File: src/rtl/table_walk_fetch.sv
// Table walk fetch engine: reads multi-beat entries from a byte-lane DRAM,
// follows nested tables through a return stack, buffers entries in a FIFO.
module table_walk_fetch #(
    parameter int LANES       = 8,
    parameter int ENTRY_BYTES = 16,
    parameter int RAS_DEPTH   = 3,
    parameter int OB_DEPTH    = 4,
    parameter bit STEP_MODE   = 1'b0
) (
    input  logic                          clk,
    input  logic                          reset,
    input  logic                          en,
    input  logic [63:0]                   new_addr,
    input  logic                          new_addr_valid,
    output logic [LANES-1:0]              dram_en,
    output logic                          dram_rdwr,
    output logic [LANES-1:0][63:0]        dram_addr,
    input  logic [LANES-1:0]              dram_valid,
    input  logic [LANES-1:0][7:0]         dram_data,
    output logic [8*ENTRY_BYTES-1:0]      entry,
    output logic                          ob_valid,
    input  logic                          ob_ready,
    output logic [$clog2(OB_DEPTH):0]     ob_count,
    output logic                          busy,
    output logic                          done,
    output logic                          ras_overflow
);

    localparam int EW    = 8 * ENTRY_BYTES;
    localparam int BEATS = ENTRY_BYTES / LANES;
    localparam int BTW   = (BEATS > 1) ? $clog2(BEATS) : 1;
    localparam int RPW   = $clog2(RAS_DEPTH + 1);
    localparam int OPW   = (OB_DEPTH > 1) ? $clog2(OB_DEPTH) : 1;
    localparam int CW    = $clog2(OB_DEPTH) + 1;

    localparam logic [63:0] EB64    = 64'(ENTRY_BYTES);
    localparam logic [63:0] LANES64 = 64'(LANES);

    localparam logic [2:0] S_IDLE   = 3'd0;
    localparam logic [2:0] S_ISSUE  = 3'd1;
    localparam logic [2:0] S_WAIT   = 3'd2;
    localparam logic [2:0] S_DECODE = 3'd3;
    localparam logic [2:0] S_PUSH   = 3'd4;
    localparam logic [2:0] S_DONE   = 3'd5;
    localparam logic [2:0] S_ERROR  = 3'd6;

    logic [2:0]       state;
    logic [63:0]      addr;
    logic [63:0]      nxt_addr;
    logic [BTW-1:0]   beat;
    logic [LANES-1:0] got;
    logic [EW-1:0]    ebuf;
    logic             walk_end;
    logic [63:0]      ras [RAS_DEPTH];
    logic [RPW-1:0]   ras_ptr;
    logic             ovf;

    logic [EW-1:0]    mem [OB_DEPTH];
    logic [OPW-1:0]   wr_ptr;
    logic [OPW-1:0]   rd_ptr;
    logic [CW-1:0]    count;

    logic [7:0]       etype;
    logic [63:0]      eptr;
    logic             is_nest;
    logic             is_end;
    logic             ras_full;
    logic             ras_empty;
    logic [RPW-1:0]   ras_top;
    logic             got_all;
    logic             last_beat;
    logic             full;
    logic             pop;
    logic             push;

    assign etype     = ebuf[EW-1 -: 8];
    assign eptr      = ebuf[63:0];
    assign is_nest   = (etype == 8'h01);
    assign is_end    = (etype == 8'hFF);
    assign ras_full  = (ras_ptr == RPW'(RAS_DEPTH));
    assign ras_empty = (ras_ptr == '0);
    assign ras_top   = ras_ptr - 1'b1;
    assign got_all   = &(got | dram_valid);
    assign last_beat = (beat == BTW'(BEATS - 1));

    assign full      = (count == CW'(OB_DEPTH));
    assign ob_valid  = (count != '0);
    assign pop       = ob_valid & ob_ready;
    assign push      = (state == S_PUSH) && (!full || pop);

    assign dram_en      = (state == S_ISSUE) ? '1 : '0;
    assign dram_rdwr    = 1'b0;
    assign entry        = mem[rd_ptr];
    assign ob_count     = count;
    assign busy         = (state != S_IDLE);
    assign done         = (state == S_DONE);
    assign ras_overflow = ovf;

    // Per-lane byte addresses for the current beat.
    always_comb begin
        for (int i = 0; i < LANES; i++) begin
            dram_addr[i] = addr + 64'(beat) * LANES64 + 64'(i);
        end
    end

    // Walk state machine: issue beats, gather bytes, decode, hand to FIFO.
    always_ff @(posedge clk or posedge reset) begin
        if (reset) begin
            state    <= S_IDLE;
            addr     <= '0;
            nxt_addr <= '0;
            beat     <= '0;
            got      <= '0;
            ebuf     <= '0;
            walk_end <= 1'b0;
            ras_ptr  <= '0;
            ovf      <= 1'b0;
            for (int i = 0; i < RAS_DEPTH; i++) begin
                ras[i] <= '0;
            end
        end else begin
            case (state)
                S_IDLE: begin
                    if (new_addr_valid) begin
                        addr <= new_addr;
                    end else if (en) begin
                        beat  <= '0;
                        state <= S_ISSUE;
                    end
                end
                S_ISSUE: begin
                    got   <= '0;
                    state <= S_WAIT;
                end
                S_WAIT: begin
                    for (int i = 0; i < LANES; i++) begin
                        if (dram_valid[i]) begin
                            ebuf[(int'(beat) * LANES + i) * 8 +: 8] <= dram_data[i];
                        end
                    end
                    got <= got | dram_valid;
                    if (got_all) begin
                        got <= '0;
                        if (last_beat) begin
                            beat  <= '0;
                            state <= S_DECODE;
                        end else begin
                            beat  <= beat + 1'b1;
                            state <= S_ISSUE;
                        end
                    end
                end
                S_DECODE: begin
                    unique case (1'b1)
                        is_nest && ras_full: begin
                            ovf   <= 1'b1;
                            state <= S_ERROR;
                        end
                        is_nest && !ras_full: begin
                            ras[ras_ptr] <= addr + EB64;
                            ras_ptr      <= ras_ptr + 1'b1;
                            nxt_addr     <= eptr;
                            walk_end     <= 1'b0;
                            state        <= S_PUSH;
                        end
                        is_end && !ras_empty: begin
                            ras_ptr  <= ras_top;
                            nxt_addr <= ras[ras_top];
                            walk_end <= 1'b0;
                            state    <= S_PUSH;
                        end
                        is_end && ras_empty: begin
                            nxt_addr <= addr + EB64;
                            walk_end <= 1'b1;
                            state    <= S_PUSH;
                        end
                        default: begin
                            nxt_addr <= addr + EB64;
                            walk_end <= 1'b0;
                            state    <= S_PUSH;
                        end
                    endcase
                end
                S_PUSH: begin
                    if (push) begin
                        addr <= nxt_addr;
                        if (walk_end) begin
                            state <= S_DONE;
                        end else if (STEP_MODE) begin
                            state <= S_IDLE;
                        end else begin
                            state <= S_ISSUE;
                        end
                    end
                end
                S_DONE:  state <= S_IDLE;
                S_ERROR: state <= S_ERROR;
                default: state <= S_IDLE;
            endcase
        end
    end

    // FIFO pointers and occupancy; simultaneous push and pop cancel.
    always_ff @(posedge clk or posedge reset) begin
        if (reset) begin
            wr_ptr <= '0;
            rd_ptr <= '0;
            count  <= '0;
        end else begin
            if (push) wr_ptr <= wr_ptr + 1'b1;
            if (pop)  rd_ptr <= rd_ptr + 1'b1;
            if (push && !pop) begin
                count <= count + 1'b1;
            end else if (pop && !push) begin
                count <= count - 1'b1;
            end
        end
    end

    // FIFO storage, written on push.
    always_ff @(posedge clk) begin
        if (push) begin
            mem[wr_ptr] <= ebuf;
        end
    end

endmodule
File: config.mk
export PLATFORM = sky130hd
export DESIGN_NAME = table_walk_fetch
export DESIGN_NICKNAME = d
export VERILOG_FILES = /design/src/rtl/table_walk_fetch.sv
export SDC_FILE = /design/constraint.sdc
export NUM_CORES = 2
export LEC_CHECK = 0
export CAP_MARGIN = 30
export CELL_PAD_IN_SITES_DETAIL_PLACEMENT = 1
export CELL_PAD_IN_SITES_GLOBAL_PLACEMENT = 2
export CORE_MARGIN = 3
export CORE_UTILIZATION = 37
export CTS_BUF_LIST = sky130_fd_sc_hd__clkbuf_4
export CTS_CLUSTER_DIAMETER = 120
export CTS_CLUSTER_SIZE = 24
export DETAILED_ROUTE_END_ITERATION = 10
export PLACE_DENSITY_LB_ADDON = 0.05
export SETUP_SLACK_MARGIN = 0.15
export SYNTH_ARGS = -nofsm -noshare
export SYNTH_HDL_FRONTEND = slang
export SYNTH_SLANG_ARGS = --single-unit
File: constraint.sdc
create_clock -name clk -period 20.8 [get_ports clk]
set_input_delay 4.16 -clock clk [delete_from_list [all_inputs] [get_ports clk]]
set_output_delay 4.16 -clock clk [all_outputs]
set_load 0.005 [all_outputs]
======== Word level (Yosys, flattened, before mapping) ========
Memory sizes are Yosys's and may differ from the RTL's.
Index checks and enable logic that the tools add are counted.
storage, ports and cells
  word-level logic and storage cells ...... 172
  input bits .............................. 141
  output and inout port bits .............. 656
  RAM bits ................................ 512
  flip-flop bits (word level) ............. 471
  memories ................................ 1
memory list
  name  depth  bits a word  read ports  clocked after Yosys merged registers in  write ports  line  text
  mem   4      128          1           0                                        1            58    logic [EW-1:0] mem [OB_DEPTH];
operators by class
  reduce and logical (&&, ||, !) cells .... 31
  equality and inequality tests ........... 15
  mux-type cells .......................... 55
  add/sub/neg operators ................... 31
  order comparisons ....................... 3
  bitwise logic cells ..................... 5
  shifts and indexed selects .............. 16
operators by type and width
  operator                    count
  $mux W128                   15
  $bwmux W128                 8
  $shift A8 B33 Y128 const A  8
  $shiftx A8 B33 Y128         8
  $mux W64                    5
  $add A64 B3 Y64 const B     4
  $neg A8 Y33                 7
  $bwmux W192                 1
  $pmux W64 S3                1
  $add A64 B2 Y64 const B     2
  $bmux W64 S2                1
  $demux W64 S2               1
  $pmux W64 S2                1
  $add A64 B1 Y64 const B     1
  $add A64 B4 Y64             1
  $add A64 B5 Y64 const B     1
  $neg A7 Y33                 1
  $mux W3                     7
  $add A4 B3 Y5 const B       4
  $pmux W3 S6                 1
  $mux W8                     2
  $pmux W8 S2                 1
  $eq A3 B3 Y1 const B        4
  $add A4 B2 Y5 const B       2
  33 further kinds            69

======== Depth between registers and ports, before layout ========
  word-level depth ........................ 25
  depth in mapped cells ................... 15
  gate-level depth less buffers ........... 12

======== Worst setup path before layout ========
No wires, ideal clock.
  path kind ............................... register to output
  start point ............................. register beat
  end point ............................... output dram_addr[185] (netlist bit)
  stages on the path, launching flop included .. 14
  data arrival time ....................... 3.968 ns
  buffers on the path ..................... 2
  path slack .............................. 12.672 ns
  data required time ...................... 16.640 ns
  cell sequence ........................... dfrtp_1 -> ha_1 -> ha_1 -> nand2_1 -> or4_1 -> clkbuf_1 -> or3_1 -> a222oi_1 -> nand4_1 -> or3_1 -> clkbuf_1 -> or3_1 -> nor2_1 -> xnor2_1
RTL lines
  element                 line  text
  start, declared         50    logic [BTW-1:0] beat;
  start signal, assigned  148   beat <= beat + 1'b1;
  end, declared           17    output logic [LANES-1:0][63:0] dram_addr,

==> flow_metrics.py <==
metrics = {
    "global_routing": {
        "grt_usage_pct": 29.4,
        "grt_overflow": 0,
        "grt_first_pass_wirelength_um": 293000,
        "antenna_found_initial": 16,
        "grt_pass1_vias": 38300,
        "grt_max_degree": 103,
    },
    "die": {
        "core.rowCount": 133,
        "die_w_um": 370,
        "ioPinCount": 797,
        "die_height_um": 370,
        "start_util_pct": 37.3,
        "core_area_mm2": 0.132,
        "dieArea_mm2": 0.137,
    },
    "yosys": {
        "synth_ff_type": "edfxtp_1",
        "ys_seq_area_share_pct": 55.3,
        "synth_top_cell_area_share_pct": 31.3,
        "yosys_warnings": 0,
        "synth.ff_latch_count": 983,
        "synth_most_common_cell": "edfxtp_1",
        "synth_cells": 4253,
        "yosysTopAreaCell": "edfxtp_1",
        "synth_edf_count": 512,
        "syn-num-nets": 4416,
        "synth_area_per_cell_um2": 11.5,
        "syn_area_mm2": 0.0491,
        "async_flop_share_pct": 47.9,
        "synth.top_cells.by_count": "512 x edfxtp_1, 480 x xnor2_1, 471 x dfrtp_1, 464 x nand2_1, 365 x nor2_1",
        "synth_cell_types": 71,
        "synth_area_leaders": "edfxtp_1 31%, dfrtp_1 24%, xnor2_1 8.6%",
    },
    "cells_and_area": {
        "multi_input_area_mm2": 0.0206,
        "finish.instance_area_mm2": 0.0599,
        "regArea_mm2": 0.0272,
        "num-nets-final": 5069,
        "fin_util_pct": 45.5,
        "fillers": 14000,
        "syn_to_final_growth_pct": 21.9,
        "layout.cells.non_filler": 6710,
        "drive_above_1_share_pct": 10.9,
    },
    "timing": {
        "slew_headroom_pct": 25.6,
        "setup_ws_ns": 8.99,
        "whs_ns": 0.498,
        "drv_slew": 0,
        "fin_tns_setup_ns": 0,
        "fmax_mhz": 84.7,
        "skew_ns": 0.123,
        "final.period_utilization_pct": 56.8,
        "rsz0062_at_grt": "no",
        "period_needed_ns": 11.81,
        "worst_pin_slew_ns": 1.11,
        "setup_viol": 0,
        "hold_violations": 0,
    },
    "setup_path": {
        "path_class": "reg -> out",
        "cp-start-kind": "flop",
        "worstPathMaxFanout": 14,
        "cp.arrival_ns": 7.65,
        "endpoint_kind": "primary output",
        "cp.required_ns": 16.64,
    },
    "pwr": {
        "pwr-share-comb_pct": 52.3,
        "internal-power_mw": 4.87,
        "p_switching_mw": 3.37,
        "power_density_mw_per_mm2": 138,
        "seq_power_share_pct": 38.9,
        "clockPowerShare_pct": 8.9,
        "p_leak_nw": 20.4,
        "power_mw": 8.24,
        "ir_worst_vdd_mv": 0.0599,
        "swShare_pct": 40.9,
    },
    "placement": {
        "dp_hpwl_um": 155000,
        "placed_cells": 6605,
        "place.port_buffers": 795,
        "pre_cts_ws_ns": 10.22,
        "gp_congestion": 0.932,
        "placed_area_mm2": 0.0591,
    },
    "detailed_routing": {
        "drc": 0,
        "wl_per_cell_um": 30.6,
        "firstDrtPassIters": 7,
        "viasPerCell": 5.53,
        "wirelength_um": 206000,
        "vias": 37100,
        "ant_nets": 0,
        "drt_iter0_markers": 2973,
    },
    "clock_tree": {
        "cts_resized": 0,
        "cts_hold_buf": 0,
        "h-tree-depth": 2,
        "clockBufferDepth": 3,
        "root_buffer": "clkbuf_4",
        "clock-sinks": 983,
        "post_cts_buffers": 0,
        "clk_pin_slew_ns": 0.27,
        "insertion_delay_ns": 1.00,
        "cts_tree": "done",
        "cts_made_buffers": 46,
    },
    "min_path": {
        "min_path_type": "reg -> reg",
    },
    "flow_run": {
        "drv_cap": 0,
    },
    "outcome": {
        "status": "finished, final reports clean",
    },
}
==> sequential cells by signal, indices dropped and copies added (netlist names) <==
register,flops
ras_ptr,2
ras_overflow,1
nxt_addr,64
ebuf,128
wr_ptr,2
rd_ptr,2
got,8
mem,512
walk_end,1
ras,192
state,3
beat,1
ob_count,3
addr,64
==> power groups by stage <==
stage	registers (mW)	clock network (mW)	logic [mW]
2_1_floorplan	2.89	0	2.06
3_3_place_gp	3.24	0	4.24
3_5_place_dp	3.24	0	4.29
4_1_cts	3.20	0.764	4.32
5_1_grt	3.27	0.837	4.56
6_report	3.21	0.730	4.31
==> final timing paths <==
path | startpoint | end | slack (ns) | depth (start not counted)
max | beat | dram_addr[497] | 8.99 | 12
min | ebuf[65] | mem[0][65] | 0.50 | 0
max reg2reg | state[1] | mem[0][9] | 15.69 | 6
min reg2reg | ebuf[65] | mem[0][65] | 0.50 | 0
max in group asynchronous | reset | nxt_addr[2] | 14.95 | 5
min in group asynchronous | reset | nxt_addr[52] | 3.71 | 2
==> cell type report <==
type                       instances  area share, %
clock inverter                     3         0.0334
multi-input combinational       2887           34.4
antenna                           18         0.0752
clock buffer                      76          0.953
tap                             1755           3.67
sequential                       983           45.4
timing repair buffer             902           15.0
inverter                          86          0.554
==> logic make-up after synthesis <==
kind of cell | share of synthesized area, %
buf+inv | 3.15
fa+ha+maj | 0.576
xor+xnor | 9.38
mux | 11.6
compound gates | 6.42
simple gates | 13.5
other cells | 0.00764
flops | 55.3
==> layer usage <==
metal	up-vias	routed length [um]	track usage [%]
li1	16500	-	-
met2	1197	99600	49.1
met3	262	12700	5.23
met4	6	8130	10.2
met1	19200	85000	38.5
met5	-	35	0
==> critical path, cell delays in order (launching register included) <==
cell,delay (ns)
dfrtp_1,0.64
ha_1,0.49
ha_1,0.37
nand2_1,0.30
nor4_2,0.74
xnor2_1,0.32
nor4_1,0.93
nand3_1,0.65
or3_1,0.67
nand4b_1,0.48
nor2_1,0.26
xnor2_1,0.20
clkdlybuf4s50_1,0.57
==> layout by cell type (no fill, tap or decap), types with 36 or more instances in the layout <==
cell type,n
inv_1,55
mux2_2,138
dfrtp_1,469
nand3_1,143
xnor2_1,479
o21ai_0,334
nor2_1,364
buf_4,87
nand2_1,461
mux2i_1,128
xor2_1,36
nand4_1,101
mux4_2,128
clkdlybuf4s50_1,795
a21oi_1,73
nor3_1,81
a221oi_1,58
and2_1,43
edfxtp_1,512
clkbuf_4,77
Power figures use the tool's default switching activity.
